==> src/rtl/muldiv_unit_if.sv <==
// Handshake and HI/LO register bus between the CPU pipeline and the
// multi-cycle multiply/divide unit.
interface muldiv_unit_if #(
  parameter int WIDTH = 32
);
  logic             start;
  logic [1:0]       op;
  logic [WIDTH-1:0] a;
  logic [WIDTH-1:0] b;
  logic             hi_we;
  logic             lo_we;
  logic [WIDTH-1:0] wdata;
  logic             busy;
  logic             done;
  logic             dz;
  logic [WIDTH-1:0] hi;
  logic [WIDTH-1:0] lo;

  modport master (
    output start, op, a, b, hi_we, lo_we, wdata,
    input  busy, done, dz, hi, lo
  );

  modport slave (
    input  start, op, a, b, hi_we, lo_we, wdata,
    output busy, done, dz, hi, lo
  );
endinterface

==> src/rtl/muldiv_unit.sv <==
// Iterative MIPS-style HI/LO multiply/divide unit: one result bit per cycle,
// sign correction in a final cycle, MTHI/MTLO writes while idle.
module muldiv_unit #(
  parameter int WIDTH = 32,
  parameter int CNT_W = 6
) (
  input logic         clk,
  input logic         reset,
  muldiv_unit_if.slave bus
);

  typedef enum logic [1:0] {IDLE, RUN, FIX} state_t;

  state_t             state, state_nxt;
  logic [CNT_W-1:0]   cnt;
  logic               is_div, neg_res, neg_rem, b_zero;
  logic [WIDTH-1:0]   a_reg;
  logic [WIDTH-1:0]   mc;
  logic [WIDTH-1:0]   p_hi, p_lo;
  logic [WIDTH-1:0]   hi_r, lo_r;
  logic               done_r, dz_r;

  logic [WIDTH-1:0]   mag_a, mag_b;
  logic [WIDTH:0]     add_sum;
  logic [WIDTH:0]     trial;
  logic [2*WIDTH-1:0] prod, prod_neg;

  assign bus.busy = (state != IDLE);
  assign bus.done = done_r;
  assign bus.dz   = dz_r;
  assign bus.hi   = hi_r;
  assign bus.lo   = lo_r;

  always_ff @(posedge clk or posedge reset) begin
    if (reset) state <= IDLE;
    else       state <= state_nxt;
  end

  always_comb begin
    state_nxt = state;
    case (state)
      IDLE:    if (bus.start) state_nxt = RUN;
      RUN:     if (cnt == '0) state_nxt = FIX;
      FIX:     state_nxt = IDLE;
      default: state_nxt = IDLE;
    endcase
  end

  always_comb begin
    mag_a    = (bus.op[0] && bus.a[WIDTH-1]) ? -bus.a : bus.a;
    mag_b    = (bus.op[0] && bus.b[WIDTH-1]) ? -bus.b : bus.b;
    add_sum  = {1'b0, p_hi} + {1'b0, mc};
    // Restoring step: the borrow out (bit WIDTH) means the divisor did not fit.
    trial    = {p_hi, p_lo[WIDTH-1]} - {1'b0, mc};
    prod     = {p_hi, p_lo};
    prod_neg = -prod;
  end

  always_ff @(posedge clk or posedge reset) begin
    if (reset) begin
      cnt     <= '0;
      is_div  <= 1'b0;
      neg_res <= 1'b0;
      neg_rem <= 1'b0;
      b_zero  <= 1'b0;
      a_reg   <= '0;
      mc      <= '0;
      p_hi    <= '0;
      p_lo    <= '0;
      hi_r    <= '0;
      lo_r    <= '0;
      done_r  <= 1'b0;
      dz_r    <= 1'b0;
    end else begin
      done_r <= 1'b0;
      case (state)
        IDLE: begin
          if (bus.start) begin
            cnt     <= CNT_W'(WIDTH - 1);
            is_div  <= bus.op[1];
            neg_res <= bus.op[0] & (bus.a[WIDTH-1] ^ bus.b[WIDTH-1]);
            neg_rem <= bus.op[0] & bus.a[WIDTH-1];
            b_zero  <= (bus.b == '0);
            a_reg   <= bus.a;
            dz_r    <= 1'b0;
            p_hi    <= '0;
            // Divide shifts the dividend out of p_lo; multiply shifts the multiplier.
            if (bus.op[1]) begin
              p_lo <= mag_a;
              mc   <= mag_b;
            end else begin
              p_lo <= mag_b;
              mc   <= mag_a;
            end
          end else begin
            if (bus.hi_we) hi_r <= bus.wdata;
            if (bus.lo_we) lo_r <= bus.wdata;
          end
        end
        RUN: begin
          cnt <= cnt - CNT_W'(1);
          if (is_div) begin
            if (!trial[WIDTH]) begin
              p_hi <= trial[WIDTH-1:0];
              p_lo <= {p_lo[WIDTH-2:0], 1'b1};
            end else begin
              p_hi <= {p_hi[WIDTH-2:0], p_lo[WIDTH-1]};
              p_lo <= {p_lo[WIDTH-2:0], 1'b0};
            end
          end else if (p_lo[0]) begin
            {p_hi, p_lo} <= {add_sum, p_lo[WIDTH-1:1]};
          end else begin
            {p_hi, p_lo} <= {1'b0, p_hi, p_lo[WIDTH-1:1]};
          end
        end
        FIX: begin
          done_r <= 1'b1;
          if (is_div) begin
            if (b_zero) begin
              lo_r <= '1;
              hi_r <= a_reg;
              dz_r <= 1'b1;
            end else begin
              lo_r <= neg_res ? -p_lo : p_lo;
              hi_r <= neg_rem ? -p_hi : p_hi;
            end
          end else begin
            {hi_r, lo_r} <= neg_res ? prod_neg : prod;
          end
        end
        default: ;
      endcase
    end
  end

endmodule

==> src/flat_wrapper.sv <==
// flat-port wrapper written by rule: the top's interface ports become plain ports
module muldiv_unit_flat 
#(
  parameter int WIDTH = 32,
  parameter int CNT_W = 6
)
  (clk, reset, bus_start, bus_op, bus_a, bus_b, bus_hi_we, bus_lo_we, bus_wdata, bus_busy, bus_done, bus_dz, bus_hi, bus_lo);
  muldiv_unit_if #(.WIDTH(WIDTH)) bus_i ();
  input logic clk;
  input logic reset;
  input wire logic [$bits(bus_i.start)-1:0] bus_start;
  input wire logic [$bits(bus_i.op)-1:0] bus_op;
  input wire logic [$bits(bus_i.a)-1:0] bus_a;
  input wire logic [$bits(bus_i.b)-1:0] bus_b;
  input wire logic [$bits(bus_i.hi_we)-1:0] bus_hi_we;
  input wire logic [$bits(bus_i.lo_we)-1:0] bus_lo_we;
  input wire logic [$bits(bus_i.wdata)-1:0] bus_wdata;
  output wire logic [$bits(bus_i.busy)-1:0] bus_busy;
  output wire logic [$bits(bus_i.done)-1:0] bus_done;
  output wire logic [$bits(bus_i.dz)-1:0] bus_dz;
  output wire logic [$bits(bus_i.hi)-1:0] bus_hi;
  output wire logic [$bits(bus_i.lo)-1:0] bus_lo;
  assign bus_i.start = bus_start;
  assign bus_i.op = bus_op;
  assign bus_i.a = bus_a;
  assign bus_i.b = bus_b;
  assign bus_i.hi_we = bus_hi_we;
  assign bus_i.lo_we = bus_lo_we;
  assign bus_i.wdata = bus_wdata;
  assign bus_busy = bus_i.busy;
  assign bus_done = bus_i.done;
  assign bus_dz = bus_i.dz;
  assign bus_hi = bus_i.hi;
  assign bus_lo = bus_i.lo;
  muldiv_unit #(.WIDTH(WIDTH), .CNT_W(CNT_W)) u_core (.clk(clk), .reset(reset), .bus(bus_i));
endmodule
==> config.mk <==
export PLATFORM = sky130hd
export DESIGN_NAME = muldiv_unit_flat
export DESIGN_NICKNAME = d
export VERILOG_FILES = /design/src/rtl/muldiv_unit_if.sv /design/src/rtl/muldiv_unit.sv /design/src/flat_wrapper.sv
export SDC_FILE = /design/constraint.sdc
export NUM_CORES = 1
export LEC_CHECK = 0
export CORE_ASPECT_RATIO = 1.75
export CORE_UTILIZATION = 35
export DETAILED_ROUTE_END_ITERATION = 6
export GPL_ROUTABILITY_DRIVEN = 0
export PLACE_DENSITY = 0.5
export SLEW_MARGIN = 40
export SYNTH_ARGS = -nofsm -noshare
export SYNTH_HDL_FRONTEND = slang
export SYNTH_SLANG_ARGS = --single-unit
==> constraint.sdc <==
create_clock -name clk -period 15.6 [get_ports clk]
set_input_delay 3.12 -clock clk [delete_from_list [all_inputs] [get_ports clk]]
set_output_delay 3.12 -clock clk [all_outputs]
set_load 0.03 [all_outputs]
==> qor.log <==
qor: outcome.status finished, final reports clean
qor: critical_path.timing.critical_path.from_type primary input
qor: synthesis.synth.avg_cell_area 7.75 um2
qor: timing.fmax 174 MHz
qor: placement.post-place-ws 9.31 ns
qor: floorplanning.die_w 172 um
qor: hold_path.hold_path.startpoint u_core.bus.lo[16]
qor: clocking.postCtsSetupBuffers 0
qor: synthesis.syn_area 17,700 um2
qor: synthesis.synth_largest_area_cell sky130_fd_sc_hd__dfrtp_1
qor: critical_path.cp-end-kind flip-flop
qor: placement.dpl-instance-area 19,800 um2
qor: floorplanning.row_count 108
qor: grt.grt-ovfl-total 0
qor: synthesis.async_reset_ff_share 100%
qor: synthesis.number_of_warnings_reported_in_the_yosys_synthesis_log 0
qor: placement.io_buffer_count 169
qor: critical_path.critical_path_arrival 6.15 ns
qor: grt.initial_antenna_violation_count 2
qor: synthesis.synth.distinct_cells 96
qor: power_and_ir_drop.vdd_ir_drop_max 0.0811 mV
qor: power_and_ir_drop.total_leakage_power 8.45 nW
qor: synthesis.number_of_enable_type_register_cells_in_the_synthesized_netlist 0
qor: clocking.cts.htree.levels 1
qor: synthesis.ys_dominant_reg_cell sky130_fd_sc_hd__dfrtp_1
qor: power_and_ir_drop.power.density_cell_area 169 nW/um2
qor: critical_path.worst_setup_path_startpoint bus_b[2]
qor: critical_path.rr_startpoint u_core.p_hi[4]
qor: grt.grt_max_degree 101
qor: timing.fin_ws 9.86 ns
qor: synthesis.yosys-top-cells-area sky130_fd_sc_hd__dfrtp_1 (29%), sky130_fd_sc_hd__nand2_1 (6.7%), sky130_fd_sc_hd__o21ai_0 (5.5%)
qor: clocking.clockBufferDepth 3
qor: timing.final_hold_viols 0
qor: clocking.cts_buffers 24
qor: grt.grt_pass1_wl 118 mm
qor: timing.drv_slew 0
qor: clocking.cts.root.buffer_cell sky130_fd_sc_hd__clkbuf_16
qor: timing.fin_worst_hold_slack 0.478 ns
qor: synthesis.seq_area_frac_synth 29.2%
qor: clocking.tritoncts done
qor: timing.grt_setup_unrepaired no
qor: synthesis.ys_seq_elements 206
qor: clocking.cts.sink_count 206
qor: critical_path.critPathRequiredTime 16.01 ns
qor: detailed_routing.antenna_left 0
qor: critical_path.worstSetupPathType primary input to flip-flop
qor: layout.postLayoutCellArea 20,700 um2
qor: timing.max_slew_margin 40.0%
qor: detailed_routing.drt_first_iter_violations 1,365
qor: flow_run.max_capacitance_violation_count 0
qor: detailed_routing.dr_total_vias 18.2k
qor: layout.filler_cell_count 5,186
qor: floorplanning.floorplan.io_pins 170
qor: synthesis.synth.net_count 2,456
qor: synthesis.ys_top_cells_by_count sky130_fd_sc_hd__nand2_1 (316), sky130_fd_sc_hd__dfrtp_1 (206), sky130_fd_sc_hd__o21ai_0 (194), sky130_fd_sc_hd__a21oi_1 (181), sky130_fd_sc_hd__nor2_1 (164)
qor: critical_path.timing.critical_path.fanout_max 5
qor: layout.multiInputGateArea 11,600 um2
qor: detailed_routing.routed_wirelength 81.4 mm
qor: layout.area.sequential 5160 um2
qor: timing.tightestPinTransition 0.892 ns
qor: detailed_routing.drt_drc_violations_left 0
qor: clocking.cts_hold_buf 0
qor: placement.dp_hpwl 62.8 mm
qor: power_and_ir_drop.report.power.total 3.49 mW
qor: detailed_routing.route.detailed.wl_per_inst 27.0 um
qor: synthesis.post_synth_inst_count 2,281
qor: detailed_routing.drt-pass1-iter-count 6
qor: grt.first_global_vias 17.8k
qor: layout.num-nets-final 2,514
qor: clocking.worst_skew_pair.late_latency 0.56 ns
qor: floorplanning.starting_utilization_of_the_core_area 35.5%
qor: layout.areaGrowthSynthToFinish 17.1%
qor: grt.gr-usage-all-layers 31.6%
qor: timing.fin_clk_skew 0.0148 ns
qor: timing.finalSetupViolations 0
qor: clocking.cts-resized-gates 0
qor: floorplanning.core 49,700 um2
qor: synthesis.post-synth-top-count-cell sky130_fd_sc_hd__nand2_1
qor: timing.min_tclk_post_route 5.74 ns
qor: hold_path.hold_path_class flip-flop to flip-flop
qor: layout.share_of_layout_cells_above_drive_strength_1 6.41%
qor: clocking.cts.clk_slew.worst_paths 0.07 ns
qor: timing.min_period_over_period 36.8%
qor: timing.fin_setup_tns 0 ns
qor: detailed_routing.post_drt_via_cell_ratio 6.03
qor: floorplanning.floorplan.die_area 51,400 um2
qor: synthesis.post-synth-top-area-fraction 29.2%
qor: floorplanning.die_y 299 um
metal layers:
metal	global-route usage [%]	share of wire (%)	up-vias
met2	53.2	48	786
met3	3.29	4.9	289
met5	0	0	-
met1	33.5	35	8729
li1	-	-	8407
met4	31.5	12	0
report_power, final:
group | total, mW | internal (mW) | switching [mW] | leakage (nW)
combinational | 1.93 | 0.770 | 1.16 | 5.56
clock | 0.623 | 0.355 | 0.269 | 0.405
sequential | 0.940 | 0.645 | 0.295 | 2.48
total | 3.49 | 1.77 | 1.72 | 8.45
placed cells by master (no fill, tap or decap), types with 8 or more instances in the layout:
cell type	Yosys	final
sky130_fd_sc_hd__a211oi_1	57	57
sky130_fd_sc_hd__a21o_1	31	31
sky130_fd_sc_hd__a21oi_1	181	181
sky130_fd_sc_hd__a22oi_1	12	12
sky130_fd_sc_hd__a31oi_1	40	40
sky130_fd_sc_hd__and2_1	11	10
sky130_fd_sc_hd__and3_1	17	17
sky130_fd_sc_hd__buf_4	1	31
sky130_fd_sc_hd__clkbuf_16	0	25
sky130_fd_sc_hd__clkdlybuf4s50_1	0	168
sky130_fd_sc_hd__dfrtp_1	206	205
sky130_fd_sc_hd__ha_1	70	70
sky130_fd_sc_hd__inv_1	74	72
sky130_fd_sc_hd__mux2_2	8	8
sky130_fd_sc_hd__mux2i_1	54	54
sky130_fd_sc_hd__nand2_1	316	314
sky130_fd_sc_hd__nand2b_1	20	19
sky130_fd_sc_hd__nand3_1	37	37
sky130_fd_sc_hd__nand4_1	15	15
sky130_fd_sc_hd__nor2_1	164	163
sky130_fd_sc_hd__nor2b_1	22	20
sky130_fd_sc_hd__nor3_1	42	42
sky130_fd_sc_hd__nor4_1	8	8
sky130_fd_sc_hd__o211ai_1	45	45
sky130_fd_sc_hd__o21a_1	16	16
sky130_fd_sc_hd__o21ai_0	194	194
sky130_fd_sc_hd__o21ai_1	21	21
sky130_fd_sc_hd__o221ai_1	13	13
sky130_fd_sc_hd__o22ai_1	40	40
sky130_fd_sc_hd__o31ai_1	26	26
sky130_fd_sc_hd__or3_1	29	29
sky130_fd_sc_hd__or4_1	11	11
sky130_fd_sc_hd__xnor2_1	105	105
sky130_fd_sc_hd__xor2_1	59	59
cell families (layout without fill, tap and decap cells):
logic type	count (synthesis)	after routing	share of synthesized area, %
mux	62	62	3.57
buf+inv	251	327	5.60
xor+xnor	164	164	8.13
fa+ha+maj	72	72	5.18
compound gates	782	782	28.1
other cells	0	2	0
flops	206	206	29.2
simple gates	744	744	20.2
worst max-delay path: stages:
cell and delay [ns]:
sky130_fd_sc_hd__clkdlybuf4s50_1 0.47, sky130_fd_sc_hd__or3_1 0.46, sky130_fd_sc_hd__nor4_4 0.43, sky130_fd_sc_hd__nand3b_1 0.27, sky130_fd_sc_hd__nor3_1 0.46, sky130_fd_sc_hd__nand2_1 0.18, sky130_fd_sc_hd__o31a_1 0.28, sky130_fd_sc_hd__xor2_1 0.16
sky130_fd_sc_hd__a211oi_1 0.25, sky130_fd_sc_hd__a21oi_1 0.07
through the flow:
stage	utilization, %	cells
after detailed placement	39.8	2971
after global routing	41.6	3018
after global placement	39.8	2971
final	41.6	3019
after CTS	41.5	3015
after floorplan	-	2281
final cells by class:
type                       count  area share [%]
tap                          660            3.99
multi-input combinational   1824            55.9
clock buffer                  29            3.19
clock inverter                15           0.853
timing repair buffer         204            9.62
antenna                        2          0.0242
inverter                      79            1.47
sequential                   206            24.9
path summary, 6_finish.rpt:
path,end,slack [ns],cells past startpoint
min,u_core.bus.lo[16],0.48,2
max reg2reg,u_core.p_hi[29],11.04,10
min in group asynchronous,u_core.cnt[2],2.92,2
max,u_core.mc[30],9.86,10
min reg2reg,u_core.bus.lo[16],0.48,2
max in group asynchronous,u_core.p_hi[2],11.34,4
Note: power is estimated with default switching activity, not from simulation.
